`config.mk`:
```
export PLATFORM = sky130hd
export DESIGN_NAME = seq_scan_arbiter
export DESIGN_NICKNAME = d
export VERILOG_FILES = /design/src/rtl/seq_pkg.sv /design/src/rtl/seq1001_det.sv /design/src/rtl/seq_scan_arbiter.sv
export SDC_FILE = /design/constraint.sdc
export NUM_CORES = 1
export LEC_CHECK = 0
export ABC_AREA = 1
export CORE_MARGIN = 2
export CORE_UTILIZATION = 52
export CTS_CLUSTER_DIAMETER = 200
export DETAILED_ROUTE_END_ITERATION = 6
export HOLD_SLACK_MARGIN = 0.05
export PLACE_DENSITY = 0.83
export SYNTH_ARGS = -nofsm -noshare
export SYNTH_HDL_FRONTEND = slang
export SYNTH_SLANG_ARGS = --single-unit
```
`constraint.sdc`:
```
create_clock -name clock -period 2.38 [get_ports clock]
set_clock_uncertainty 0.05 [all_clocks]
set_input_delay 0.595 -clock clock [delete_from_list [all_inputs] [get_ports clock]]
set_output_delay 0.595 -clock clock [all_outputs]
set_load 0.005 [all_outputs]
```
`src/rtl/seq_pkg.sv`:
```
// Shared definitions for the sequential scan arbiter: detector state codes,
// controller state codes and the default scanned word width.
package seq_pkg;

   localparam int W_DEFAULT = 8;

   typedef enum logic [1:0] {
      DET_A = 2'd0,
      DET_B = 2'd1,
      DET_C = 2'd2,
      DET_D = 2'd3
   } det_state_e;

   typedef enum logic [1:0] {
      ST_IDLE = 2'd0,
      ST_SCAN = 2'd1,
      ST_DONE = 2'd2
   } ctl_state_e;

endpackage

```
`src/rtl/seq1001_det.sv`:
```
// Mealy recognizer for the bit pattern "1001", overlapping matches allowed.
// Ports:
//   clock  rising-edge clock
//   reset  asynchronous active-low reset (state -> A)
//   clear  synchronous return to A, wins over en
//   en     advance on x this cycle
//   x      serial input bit
//   z      high for the cycle in which the final '1' of "1001" is presented
//
// state | meaning
// A     | nothing useful seen
// B     | last bit was 1
// C     | seen "10"
// D     | seen "100"
module seq1001_det
   import seq_pkg::*;
(
   input  logic clock,
   input  logic reset,
   input  logic clear,
   input  logic en,
   input  logic x,
   output logic z
);

   det_state_e state_q, state_d;

   always_ff @(posedge clock or negedge reset) begin
      if (!reset) state_q <= DET_A;
      else        state_q <= state_d;
   end

   always_comb begin
      state_d = state_q;
      z       = 1'b0;
      if (clear) begin
         state_d = DET_A;
      end else if (en) begin
         case (state_q)
            DET_A: state_d = x ? DET_B : DET_A;
            DET_B: state_d = x ? DET_B : DET_C;
            DET_C: state_d = x ? DET_B : DET_D;
            DET_D: begin
               // Completing "1001" leaves the trailing 1 as the start of the next match.
               state_d = x ? DET_B : DET_A;
               z       = x;
            end
            default: state_d = DET_A;
         endcase
      end
   end

endmodule

```
`src/rtl/seq_scan_arbiter.sv`:
```
// Two-requester round-robin arbiter that serially scans the granted word
// MSB first through a "1001" detector and reports the match count.
// Ports:
//   clock      rising-edge clock
//   reset      asynchronous active-low reset
//   req[1:0]   scan request per requester
//   data0/1    requester words, sampled in the grant cycle only
//   gnt[1:0]   one-hot grant, held from first SCAN cycle through DONE
//   busy       high in SCAN and DONE
//   z          raw detector output for the bit being scanned
//   done       one-cycle result-valid pulse
//   done_id    requester owning the value on match_cnt
//   match_cnt  number of "1001" occurrences in the scanned word
//
// state | meaning
// IDLE  | waiting for a request, results held
// SCAN  | shifting W bits into the detector, one per cycle
// DONE  | result valid for one cycle
module seq_scan_arbiter
   import seq_pkg::*;
#(
   parameter int W  = W_DEFAULT,
   parameter int CW = $clog2(W + 1)
) (
   input  logic          clock,
   input  logic          reset,
   input  logic [1:0]    req,
   input  logic [W-1:0]  data0,
   input  logic [W-1:0]  data1,
   output logic [1:0]    gnt,
   output logic          busy,
   output logic          z,
   output logic          done,
   output logic          done_id,
   output logic [CW-1:0] match_cnt
);

   ctl_state_e    state_q, state_d;
   logic [1:0]    gnt_q, gnt_d;
   logic [W-1:0]  shreg_q, shreg_d;
   logic [CW-1:0] bit_cnt_q, bit_cnt_d;
   logic [CW-1:0] match_cnt_q, match_cnt_d;
   logic          done_id_q, done_id_d;
   logic          prio_q, prio_d;   // requester favoured on a tie
   logic          pick;
   logic          det_clear, det_en, det_z;

   seq1001_det u_det (
      .clock (clock),
      .reset (reset),
      .clear (det_clear),
      .en    (det_en),
      .x     (shreg_q[W-1]),
      .z     (det_z)
   );

   always_ff @(posedge clock or negedge reset) begin
      if (!reset) begin
         state_q     <= ST_IDLE;
         gnt_q       <= 2'b00;
         shreg_q     <= '0;
         bit_cnt_q   <= '0;
         match_cnt_q <= '0;
         done_id_q   <= 1'b0;
         prio_q      <= 1'b0;
      end else begin
         state_q     <= state_d;
         gnt_q       <= gnt_d;
         shreg_q     <= shreg_d;
         bit_cnt_q   <= bit_cnt_d;
         match_cnt_q <= match_cnt_d;
         done_id_q   <= done_id_d;
         prio_q      <= prio_d;
      end
   end

   always_comb begin
      state_d     = state_q;
      gnt_d       = gnt_q;
      shreg_d     = shreg_q;
      bit_cnt_d   = bit_cnt_q;
      match_cnt_d = match_cnt_q;
      done_id_d   = done_id_q;
      prio_d      = prio_q;
      pick        = 1'b0;
      det_clear   = 1'b0;
      det_en      = 1'b0;
      case (state_q)
         ST_IDLE: begin
            if (req != 2'b00) begin
               // Tie goes to the pointer; a lone requester wins outright.
               pick        = (req == 2'b11) ? prio_q : req[1];
               gnt_d       = pick ? 2'b10 : 2'b01;
               shreg_d     = pick ? data1 : data0;
               bit_cnt_d   = CW'(W - 1);
               match_cnt_d = '0;
               done_id_d   = pick;
               prio_d      = ~pick;
               det_clear   = 1'b1;
               state_d     = ST_SCAN;
            end
         end
         ST_SCAN: begin
            det_en      = 1'b1;
            shreg_d     = {shreg_q[W-2:0], 1'b0};
            match_cnt_d = match_cnt_q + CW'(det_z);
            if (bit_cnt_q == '0) state_d = ST_DONE;
            else                 bit_cnt_d = bit_cnt_q - CW'(1);
         end
         ST_DONE: begin
            gnt_d   = 2'b00;
            state_d = ST_IDLE;
         end
         default: begin
            gnt_d   = 2'b00;
            state_d = ST_IDLE;
         end
      endcase
   end

   assign gnt       = gnt_q;
   assign busy      = (state_q != ST_IDLE);
   assign done      = (state_q == ST_DONE);
   assign done_id   = done_id_q;
   assign match_cnt = match_cnt_q;
   assign z         = det_z;

endmodule

```
-- Word level (Yosys, flattened, before mapping)
Index checks and enable logic that the tools add are counted.
Widths: inputs -> output; s select.
- output and inout bits: 10
- register bits after elaboration: 24
- logic and storage cells: 61
- bits of input ports: 20
- eq/ne operators: 9
- reductions and logical operators: 13
- bitwise logic cells: 2
- $add $sub $neg: 2
- mux-type cells: 27
- operators by type and width (cell ; count):
    $mux 2 ; 8
    $mux 8 ; 2
    $pmux 4 s2 ; 2
    $pmux 8 s2 ; 1
    $mux 4 ; 3
    $eq 2x2->1 const B ; 4
    $mux 1 ; 8
    $pmux 2 s2 ; 2
    $reduce_and 2->1 ; 4
    $reduce_bool 2->1 ; 4
    $ne 2x2->1 const B ; 3
    $pmux 2 s3 ; 1
    $add 4x1->4 ; 1
    $eq 2x1->1 const B ; 2
    $logic_not 2->1 ; 2
    $logic_not 4->1 ; 1
    $sub 4x1->4 const B ; 1
    $reduce_and 3->1 ; 1
    $not 1->1 ; 2
    $reduce_or 2->1 ; 1

-- Logic depth before layout (Yosys ltp)
Gate-level depths: netlist of the first run.
- depth in word-level cells: 6
- depth in mapped cells: 8
- gate-level depth less buffers: 8

-- Cells and area by module
From an unflattened synthesis of the first run, not the netlist that was laid out.
- cells, all modules: 171
- area, all modules: 1365.1 sq um
- modules (own cells, without submodules) (module ; cells each ; area an instance (sq um) ; seq. area each (sq um) ; times used):
    seq_scan_arbiter ; 147 ; 1194.9 ; 550.5 ; 1
    seq1001_det ; 24 ; 170.2 ; 50.0 ; 1

-- Worst setup path after synthesis of the first run
Ideal clock, no wire load.
- path type: register to register
- from: register state_q[1]
- to: register match_cnt_q[1], in the netlist match_cnt[1]
- cell stages (with the launch flop): 8
- setup time: 0.117 ns
- required time: 2.213 ns
- clock period less this slack: 1.404 ns
- path buffers: 0
- arrival: 1.238 ns
- slack: 0.976 ns
- cell sequence: dfrtp_1 inv_1 nand2_4 nor2_1 ha_1 ha_1 nand2_1 nand2_1
- word-level cells in the longest chain between the ends: 6
- elaborated cells on any way between the ends: 11
- classes of those cells: 1 x add/sub; 2 x eq/ne; 5 x mux; 3 x reduce/logical
- RTL lines (element ; line ; RTL):
    start, declared ; seq_scan_arbiter.sv:38 ; ctl_state_e state_q, state_d;
    start signal, assigned ; seq_scan_arbiter.sv:67 ; state_q <= state_d;
    $eq 2x1->1 ; seq_scan_arbiter.sv:88 ; case (state_q)
    $mux 1 ; seq_scan_arbiter.sv:88 ;
    $mux 1 ; seq1001_det.sv:38 ; end else if (en) begin
    $mux 1 * ; seq1001_det.sv:36 ; if (clear) begin
    named net z ; seq_scan_arbiter.sv:32 ; output logic z,
    $add 4x1->4 * ; seq_scan_arbiter.sv:106 ; match_cnt_d = match_cnt_q + CW'(det_z);
    $pmux 4 s2 * ; seq_scan_arbiter.sv:88 ;
    end signal, assigned ; seq_scan_arbiter.sv:71 ; match_cnt_q <= match_cnt_d;
    end, declared ; seq_scan_arbiter.sv:42 ; logic [CW-1:0] match_cnt_q, match_cnt_d;
The timed path passes the listed nets; every way through them passes the cells marked *.
A chain may end at the register's enable or synchronous reset.

-- Worst setup path in the final report of the first run
- from: register state_q[1]
- to: output z
- word-level cells in the longest chain between the ends: 4
- elaborated cells on any way between the ends: 6
- classes of those cells: 1 x eq/ne; 4 x mux; 1 x reduce/logical
- RTL lines (element ; line):
    $eq 2x1->1 ; seq_scan_arbiter.sv:88
    $mux 1 ; seq_scan_arbiter.sv:88
    $mux 1 ; seq1001_det.sv:38
    $mux 1 * ; seq1001_det.sv:36
    end, declared ; seq_scan_arbiter.sv:32
Mark *: on every way between the ends. The rest lies on a longest branch, timed or not.

==> results of run 1 <==
what timing repair did:
action                                 4_1_cts  5_1_grt
resized for setup                            0        1
setup endpoints to repair                    0        1
endpoints found under the hold margin        0        0
registers in the layout, indices dropped and copies added, names as in the netlist:
signal / flops
match_cnt: 4
u_det.state_q: 2
done_id: 1
state_q: 2
bit_cnt_q: 4
shreg_q: 8
gnt: 2
prio_q: 1
power groups by stage:
stage	Sequential (W)	Clock [W]	Combinational (W)
4_1_cts	0.000686	0.000216	0.000821
5_1_grt	0.000706	0.000230	0.000927
3_3_place_gp	0.000687	0	0.000784
3_5_place_dp	0.000692	0	0.000820
6_report	0.000688	0.000208	0.000815
2_1_floorplan	0.000676	0	0.000573
kinds of logic after synthesis:
kind of cell / Yosys count / synth area share, %
compound gates: 20 / 9.71
simple gates: 85 / 31.0
flops: 24 / 47.1
buf+inv: 29 / 9.31
fa+ha+maj: 3 / 2.94
layout make-up:
type,instances,area (µm²)
clock buffer,4,36.3
multi-input combinational,108,559
fill,172,636
sequential,24,601
tap,28,35.0
timing repair buffer,31,305
inverter,27,104
worst paths after layout:
kind / start / endpoint / cells after the start
setup / recovery: state_q[1]$_DFFE_PN0P_ / z / 4
hold / removal: match_cnt[3]$_DFFE_PN0P_ / match_cnt[3]$_DFFE_PN0P_ / 1
setup reg to reg: state_q[1]$_DFFE_PN0P_ / match_cnt[2]$_DFFE_PN0P_ / 8
hold reg to reg: match_cnt[3]$_DFFE_PN0P_ / match_cnt[3]$_DFFE_PN0P_ / 1
max in group asynchronous: reset / gnt[0]$_DFFE_PN0P_ / 2
min in group asynchronous: reset / match_cnt[3]$_DFFE_PN0P_ / 2
cells in the mapped netlist:
library cell               number  area, µm²
sky130_fd_sc_hd__nand2_2        1       6.26
sky130_fd_sc_hd__o21ai_1        1       5.00
sky130_fd_sc_hd__inv_4          1       6.26
sky130_fd_sc_hd__o21ai_2        2       17.5
sky130_fd_sc_hd__inv_2          2       7.51
sky130_fd_sc_hd__buf_4          2       15.0
sky130_fd_sc_hd__nand4_1        1       6.26
sky130_fd_sc_hd__nand2_1       49        184
sky130_fd_sc_hd__a21oi_1        5       25.0
sky130_fd_sc_hd__nor2_1        10       37.5
sky130_fd_sc_hd__ha_1           3       37.5
sky130_fd_sc_hd__nor2_8         1       20.0
sky130_fd_sc_hd__o22ai_1        2       12.5
sky130_fd_sc_hd__nand3_1       17       85.1
sky130_fd_sc_hd__nand3_2        1       10.0
sky130_fd_sc_hd__o211ai_1       1       7.51
sky130_fd_sc_hd__o21ai_0        8       40.0
sky130_fd_sc_hd__dfrtp_1       24        601
sky130_fd_sc_hd__nor2_2         2       12.5
sky130_fd_sc_hd__nand2_4        3       33.8
sky130_fd_sc_hd__o21ai_4        1       16.3
sky130_fd_sc_hd__inv_1         24       90.1
stage by stage:
stage | instance area, µm² | hold slack [ps]
floorplan | 1280 | 249
global placement | 1600 | 402
detailed placement | 1600 | 419
CTS | 1640 | 437
global route | 1640 | 469
finish | 1640 | 436
metal layers:
layer / vias up / part of all wire [%]
li1: 574 / -
met1: 526 / 44
met2: 32 / 51
met3: 0 / 4.8
met4: 0 / 0
met5: - / 0
critical path: cells and delay by family (launching register included):
kind                   cells  cell delay [ps]
DFF                        1              420
buffers and inverters      2              640
and+or+nand+nor            2              250
==> summary.md, run 1 <==
The run finished with clean final reports. The number of hold buffers added after CTS was 0. Summed over all layers, the global routing overflow is 0. Yosys mapped the design onto 22 distinct sky130hd cell types.

Per report_power, the clock group accounts for 12.2% of the total. Port buffering added 29 buffers. The tools report the initial DRC count as 15. The routed design has 2480 µm of wire. The completed layout was analyzed and its total power is 0.00171 W.

In the layout the commonest cells are 49 x sky130_fd_sc_hd__nand2_1, 29 x sky130_fd_sc_hd__clkdlybuf4s50_1, 24 x sky130_fd_sc_hd__inv_1, 24 x sky130_fd_sc_hd__dfrtp_1, 17 x sky130_fd_sc_hd__nand3_1. Across all layers, the routed design uses 1,132 vias. STA classifies the critical path startpoint as a flip-flop. The clock passes through at most 2 buffers. Synthesis inferred 24 register bits. The run gives 0 as the residual antenna-violating net count after detailed routing. For the post-layout net count, the log shows 218. The clock transition at the registers of the reported paths was 130 ps; the maximum clock rate was 446 MHz.

met2 is the most crowded layer. Number of detailed-routing iterations run before antenna repair: 4. Among all stages on the critical path, the largest delay is contributed by sky130_fd_sc_hd__clkdlybuf4s50_1.

The tools report the design internal power as 0.00102 W. A synthesized cell averages 7.93 µm². The switching part of the total was 40.6%; the number of global-route vias before repair was 1,132. Layout overhead on the synthesized area: 28.5%. Clock tree synthesis inserted a total of 3 buffers. In this design, the stage delay of the slowest critical-path cell is 510 ps. The type of the setup path with the least slack was reg2out.

For the finished layout, the period the worst path requires is 2240 ps. For the pin with the worst max-slew slack, the measured transition is 374 ps. The run gives 74.9% as the worst relative slew slack. For the number of clock sinks seen by CTS, the log shows 24. The later-pin clock latency in the skew report was 300 ps. Excluding fillers, the count of instances in the completed layout stands at 222. The first global-routing pass estimated 4310 µm of wire.

Setup slack closes at 135 ps. The estimated wirelength of the detail-placed design is 1950 µm, and the utilization of the core after routing is 72.1%. The tools report the starting density of the core as 56.1%.

The worst IR drop on VDD was 0.783 mV. Per report_power, the combinational group accounts for 47.6% of the total. Once placement completed, the tool counted placed cells totaling 218. The number of hold-slack violations in the final timing report is 0.

TritonCTS built the clock tree. Per report_power, the sequential group accounts for 40.2% of the total. The tightest min-delay check is of the reg2reg type. The run gives 0.000696 W as the net load switching power. The buffers inserted during post-CTS setup optimization is 0, and the synthesized net count is 184. The critical path required time was 1740 ps. The commonest non-fill, non-tap cell in the layout was sky130_fd_sc_hd__nand2_1. Setup repair after global routing left no endpoint under its margin. Standard cell core area: 0.00228 mm².

Data arrives at the worst endpoint at 1600 ps. CTS H-tree depth: 1. The met2 layer usage reported by global route was 39.1%. The final critical path takes up 94.3% of the cycle. The synthesized netlist occupies a cell area of 0.00128 mm².

The post-synthesis sequential area ratio is 47.1%, and the fraction of final layout cells with drive strength greater than 1 is 10.8%. The tree is rooted in a sky130_fd_sc_hd__clkbuf_4. The initial antenna violation count was 0; the worst slack at placement was 375 ps. The run gives 30 as the count of pins on the block boundary. The run gives 0 as the final setup violation count.

For met3 alone, demand over resource in global routing was 3.06%. For the post-synthesis cell count, the log shows 161. The die area came out at 0.00287 mm². During synthesis, Yosys emitted a total of 0 warnings. In the global route stage, met1 resource usage came out at 21.9%. The post-detailed-route DRC marker count is 0. The tool flagged a number of max-cap violations equal to 0. The number of slew-limit violations in the final report came out at 0.

The initialized floorplan defines 17 standard-cell rows. In the routed layout, each cell is associated on average with a via count of 5.10. The tools report the total track usage as 20.1%. STA classifies the critical path endpoint as an output pin. The height of the die was 53.5 µm; the minimum setup slack among reg-to-reg paths was 890 ps. Adding up every negative setup slack in the final design gives 0 ps. Horizontal die dimension: 53.5 µm. Walking the worst path, the cells encountered are inv_1 > nand2_4 > nor2_2 > clkdlybuf4s50_1. Areal power density over the cells: 1040 mW/mm².

The run gives 0 as the number of diodes added for antenna fixing. In this run the worst path has a maximum fanout of 8. At the end of routability-driven placement, the weighted congestion stood at 0.815. Entering global routing, the biggest net connects 25 pins. The leakage power figure was 0.837 nW. The per-cell routed wire length is 11.2 µm.
No activity file was read; power rests on OpenSTA's default activity.
==> inputs of run 2 (changes only) <==
--- a/config.mk
+++ b/config.mk
@@ -6,7 +6,6 @@
 export NUM_CORES = 1
 export LEC_CHECK = 0
 export ABC_AREA = 1
-export CORE_MARGIN = 2
 export CORE_UTILIZATION = 52
 export CTS_CLUSTER_DIAMETER = 200
 export DETAILED_ROUTE_END_ITERATION = 6
==> summary.md, run 2 (same netlist as run 1, synthesis figures left out) <==
The final setup violation count is 0 (unchanged), and the design internal power is 0.000983 W (was 0.00102 W). The tools report the estimated wirelength of the detail-placed design as 1960 µm (was 1950 µm). The run gives 1 (unchanged) as the CTS H-tree depth.

The standard cell core area was 0.00225 mm² (was 0.00228 mm²); the number of slew-limit violations in the final report was 0 (unchanged). The number of diodes added for antenna fixing was 0 (unchanged). Per-cell routed wire length: 11.4 µm (was 11.2 µm). The tools report the number of buffers inserted during clock tree synthesis as 3 (unchanged). The shortest clock period the worst path allows after layout was 2280 ps (was 2240 ps); the first-pass GRT wire length was 4240 µm (was 4310 µm).

The tools report the number of detailed-routing iterations run before antenna repair as 4 (unchanged). The launch point of the worst hold path is match_cnt[3]$_DFFE_PN0P_ (unchanged). The residual antenna-violating net count after detailed routing came out at 0 (unchanged).

The layout overhead on the synthesized area is 27.5% (was 28.5%). For the total track usage, the log shows 21.5% (was 20.1%). The startpoint of the worst register-to-register path is state_q[1]$_DFFE_PN0P_ (unchanged).

Count of pins on the block boundary: 30 (unchanged). Clock tree root buffer cell: sky130_fd_sc_hd__clkbuf_4 (unchanged). The starting density of the core is 56.6% (was 56.1%), and the final critical-path share of the clock period is 95.9% (was 94.3%).

The worst relative slew slack came out at 76.0% (was 74.9%). The leakage power figure came out at 0.830 nW (was 0.837 nW). The logs give 0 (unchanged) for the overall overflow remaining after global route and 1740 ps (about the same) for the critical path required time. The buffer depth of the longest clock path is 2 (unchanged). For the total instance count after detailed placement, the log shows 218 (unchanged). The number of cell rows came out at 17 (unchanged). The register with the most flip-flops is shreg_q (unchanged). The endpoint arrival time on the critical path is 1640 ps (was 1600 ps). For the fraction of power consumed by the clock network, the log shows 10.4% (was 12.2%). Flip-flop count of the largest register after layout: 8 (unchanged). The flow ran to the end, and the final reports show no timing, DRC or antenna violations.

The post-detailed-route DRC marker count was 0 (unchanged). The type of the setup path with the least slack is reg2out (unchanged). The vias per cell was 5.03 (was 5.10); the initial antenna violation count was 0 (unchanged). The tools report the part of the power in registers as 40.9% (was 40.2%). The transition time of the tightest slew-check pin came out at 359 ps (was 374 ps).

The tools report the critical path launch point type as a flip-flop (unchanged). The logs give 438 MHz (was 446 MHz) for the maximum clock rate and 0.000707 W (was 0.000696 W) for the net load switching power. The pin count of the biggest net entering global routing is 25 (unchanged). Commonest non-fill, non-tap cell in the layout: sky130_fd_sc_hd__nand2_1 (unchanged).

The post-layout net count was 218 (unchanged). Highest-count cells in the layout ignoring fill and taps: 49 x sky130_fd_sc_hd__nand2_1, 29 x sky130_fd_sc_hd__clkdlybuf4s50_1, 24 x sky130_fd_sc_hd__inv_1, 24 x sky130_fd_sc_hd__dfrtp_1, 17 x sky130_fd_sc_hd__nand3_1 (unchanged). The fraction of final layout cells with drive strength greater than 1 was 10.4% (was 10.8%). The run gives 0.00266 mm² (was 0.00287 mm²) as the die area.

The worst IR drop on VDD was 0.696 mV (was 0.783 mV); the relative contribution of combinational cells to total power was 48.7% (was 47.6%). Areal power density over the cells: 1040 mW/mm² (about the same). TritonCTS built the clock tree. Quantity of I/O buffers inserted on ports: 29 (unchanged). The later-pin clock latency in the skew report is 310 ps (was 300 ps).

The number of clock sinks seen by CTS was 24 (unchanged). The logs give 1,034 (was 1,132) for the number of global-route vias before repair and 2530 µm (was 2480 µm) for the total length of routed wires. The horizontal die dimension is 51.5 µm (was 53.5 µm). The critical path capture point type was an output pin (unchanged). The number of hold-slack violations in the final timing report was 0 (unchanged). The tools report the multi-input logic area as 559 µm² (unchanged).

Worst setup path startpoint: state_q[1]$_DFFE_PN0P_ (unchanged). The worst hold path class is reg2reg (unchanged). The switching part of the total was 41.8% (was 40.6%); the non-filler instance count after layout was 221 (was 222). The area occupied by registers is 601 µm² (unchanged). The logs give 0.808 (was 0.815) for the global placement routability congestion and 0 (unchanged) for the number of maximum-capacitance violations. The height of the die was 51.5 µm (was 53.5 µm); the initial DRC count was 38 (was 15). The logs give 1,112 (was 1,132) for the via count and 72.1% (about the same) for the utilization of the core after routing. The clock transition at the registers of the reported paths was 130 ps (about the same).

The maximum fanout along the worst path was 8 (unchanged). The tools report the number of fill cells in the layout as 183 (was 172).
## run 2: cell types whose count changed in the layout (fill, tap and decap cells not counted), sizes merged
cell	delta
clkbuf	-1
## run 2: cell type report
cell class,count,area share [%]
flip-flops and latches,24,36.9
multi-input cells,108,34.4
repair buffers,31,18.8
inverters,27,6.38
well taps,28,2.15
clock buffers,3,1.38
## run 2: critical path, cell delays in order, from the launching register on
cell                              delay (ps)
sky130_fd_sc_hd__dfrtp_1                 410
sky130_fd_sc_hd__inv_1                   120
sky130_fd_sc_hd__nand2_4                 110
sky130_fd_sc_hd__nor2_2                  150
sky130_fd_sc_hd__clkdlybuf4s50_1         520
## run 2: final timing paths
| check | endpoint | slack [ps] | cells after the start |
|---|---|---|---|
| max | z | 100 | 4 |
| min | match_cnt[3]$_DFFE_PN0P_ | 430 | 1 |
| max reg2reg | match_cnt[2]$_DFFE_PN0P_ | 870 | 8 |
| min reg2reg | match_cnt[3]$_DFFE_PN0P_ | 430 | 1 |
| max in group asynchronous | shreg_q[7]$_DFFE_PN0P_ | 1470 | 2 |
| min in group asynchronous | bit_cnt_q[3]$_DFFE_PN0P_ | 560 | 2 |
## run 2: timing repair
item / 4_1_cts / 5_1_grt
setup endpoints to repair: 0 / 1
hold buffers: 0 / 0
resized for setup: 0 / 1
setup buffers: 0 / 0
endpoints found under the hold margin: 0 / 0
## run 2: power by group through the flow
stage	Sequential [W]	Combinational [W]	Clock, W
after global placement	0.000690	0.000780	0
final	0.000692	0.000823	0.000175
after floorplan	0.000676	0.000573	0
after global routing	0.000710	0.000929	0.000192
after CTS	0.000690	0.000823	0.000179
after detailed placement	0.000697	0.000824	0
## run 2: per-layer routing
layer | GRT usage [%] | routed length [µm] | part of all wire, %
met5 | 0 | 0 | 0
met1 | 25.6 | 1160 | 46
met4 | 8.11 | 13 | 0.51
met3 | 2.63 | 88 | 3.5
met2 | 39.2 | 1260 | 50
## run 2: stage by stage
step	power [W]	hold WS (ps)	setup slack, ps	TNS [ps]	area, µm²
finish	0.00169	426	98.3	0	1630
global route	0.00183	447	-4.40	-4.40	1630
CTS	0.00169	425	64.7	0	1620
detailed placement	0.00152	408	427	0	1600
global placement	0.00147	412	441	0	1600
floorplan	0.00125	249	976	0	1280
==> inputs of run 3 (changes only) <==
--- a/config.mk
+++ b/config.mk
@@ -6,6 +6,7 @@
 export NUM_CORES = 1
 export LEC_CHECK = 0
 export ABC_AREA = 1
+export ABC_CLOCK_PERIOD_IN_PS = 2380
 export CORE_UTILIZATION = 52
 export CTS_CLUSTER_DIAMETER = 200
 export DETAILED_ROUTE_END_ITERATION = 6
==> results of run 3 <==
No change in the layout: final DEF, timing and power equal those of run 2.
==> patch (settings of run 3) <==
Encoding of `ctl_state_e`: now one-hot (3 bits for 3 states).
--- a/src/rtl/seq_pkg.sv
+++ b/src/rtl/seq_pkg.sv
@@ -11,10 +11,10 @@
       DET_D = 2'd3
    } det_state_e;
 
-   typedef enum logic [1:0] {
-      ST_IDLE = 2'd0,
-      ST_SCAN = 2'd1,
-      ST_DONE = 2'd2
+   typedef enum logic [2:0] {
+      ST_IDLE = 3'b001,
+      ST_SCAN = 3'b010,
+      ST_DONE = 3'b100
    } ctl_state_e;
 
 endpackage
Function: same outputs for any inputs over 10 cycles, from zero or initial values and one cycle with reset low; not proved beyond that.
==> patch against run 3 <==
Non-clock buffer count grew 1; area after synthesis grew 7.6%; worst setup slack lost 0.012 ns; sequential power up 3%; power grew 0.35%; final area rose by 6.1%; routed wire length rose by 16%; sequential cell count is 1 higher; count of clock-buffer cells in the layout unchanged.
==> patch: results (changes against run 3) <==
R2R cell count=7 (was 8); FF-to-FF setup slack=0.76 ns (was 0.87 ns); vias per inst=5.24 (was 5.03); WHS Path Cells=2 (was 1); post-synthesis net count=199 (was 184); global-route wire length before repair=5.06 mm (was 4.24 mm); total track usage=0.252 (was 0.215); Skew-Pair Late Insertion Delay=0.33 ns (was 0.31 ns); status=finished clean (unchanged); routability cong.=0.766 (was 0.808); Worst R2R Start=state_q[2] (was state_q[1]); Post-Synth XOR/XNOR Area=0.0128 (was 0); largest net degree at the start of global routing=26 (was 25); top cells by area, synth=dfrtp_1, nand2_1, nand3_1 (was dfrtp_1, nand2_1, inv_1); VDD IR max=778 µV (was 696 µV); hpwl dp=2.35 mm (was 1.96 mm); leakage=0.886 nW (was 0.830 nW); vias=1237 (was 1112); reg-to-reg endpoint=bit_cnt_q[2] (was match_cnt[2]); Max FO, Critical Path=3 (was 8); layout cell share with drive strength beyond 1=0.102 (was 0.104); net switching power=0.000711 W (was 0.000707 W); Compound-Gate Fraction of Synth Area=0.0464 (was 0.0971); Hold Crit Start=gnt[0] (was match_cnt[3]); part of the Yosys area used for sequential elements=0.456 (was 0.471); end of the worst hold path=gnt[0] (was match_cnt[3]); Layout fillers=223 (was 183); Total Wirelength=2.95 mm (was 2.53 mm); Unique masters post-synth=25 (was 22)
==> patch: area by class of cell <==
class                           instances  area share
Clock buffer                            3      0.0131
Clock inverter                          1     0.00290
Inverter                               22      0.0479
Multi-Input combinational cell        123       0.370
Sequential cell                        25       0.363
Tap cell                               30      0.0218
Timing Repair Buffer                   32       0.181
==> patch: worst max path at each step <==
stage,start,end,slack (ns),cells after the start
finish,state_q[2],z,0.09,4
global route,state_q[2],z,0.01,4
CTS,state_q[2],z,0.06,4
detailed placement,req[1],shreg_q[5],0.34,8
global placement,req[1],shreg_q[3],0.42,8
floorplan,state_q[0],match_cnt[1],0.71,7
==> patch: routing by layer <==
metal  up-vias  track usage  routed length (µm)  share of wire
li1        611            -                   -              -
met1       599        0.261                1250           0.42
met2        19        0.498                1550           0.53
met3         8       0.0517                  92          0.031
met4         0       0.0658                  57          0.019
met5         -            0                   0              0
==> patch: per-stage QoR <==
stage / power [W] / worst slack, ns / utilization / hold WS [ns]
floorplan: 0.00126 / 0.713 / - / 0.249
global placement: 0.00146 / 0.422 / 0.685 / 0.407
detailed placement: 0.00151 / 0.342 / 0.685 / 0.424
CTS: 0.00170 / 0.0642 / 0.696 / 0.462
global route: 0.00185 / 0.0147 / 0.696 / 0.482
finish: 0.00170 / 0.0868 / 0.696 / 0.454
==> patch: logic make-up (layout without fill, tap and decap cells) <==
| family | after synthesis | count (layout) |
|---|---|---|
| AO/OA/AOI/OAI | 12 | 12 |
| XOR/XNOR | 2 | 2 |
| adder cells (fa/ha/maj) | 6 | 6 |
| buffers and inverters | 25 | 58 |
| flip-flops | 25 | 25 |
| AND/OR/NAND/NOR | 103 | 103 |
==> patch: worst max-delay path, cell delays in order (launching register included) <==
cell and delay, ns:
dfrtp_1 0.42, inv_1 0.13, nand3b_4 0.10, nor2_1 0.14
clkdlybuf4s50_1 0.52
==> patch: power groups by stage <==
stage          clock network, W  registers (W)  logic (W)
6_report               0.000195       0.000711   0.000789
5_1_grt                0.000214       0.000729   0.000909
4_1_cts                0.000201       0.000710   0.000794
3_5_place_dp                  0       0.000718   0.000793
3_3_place_gp                  0       0.000711   0.000747
2_1_floorplan                 0       0.000689   0.000572
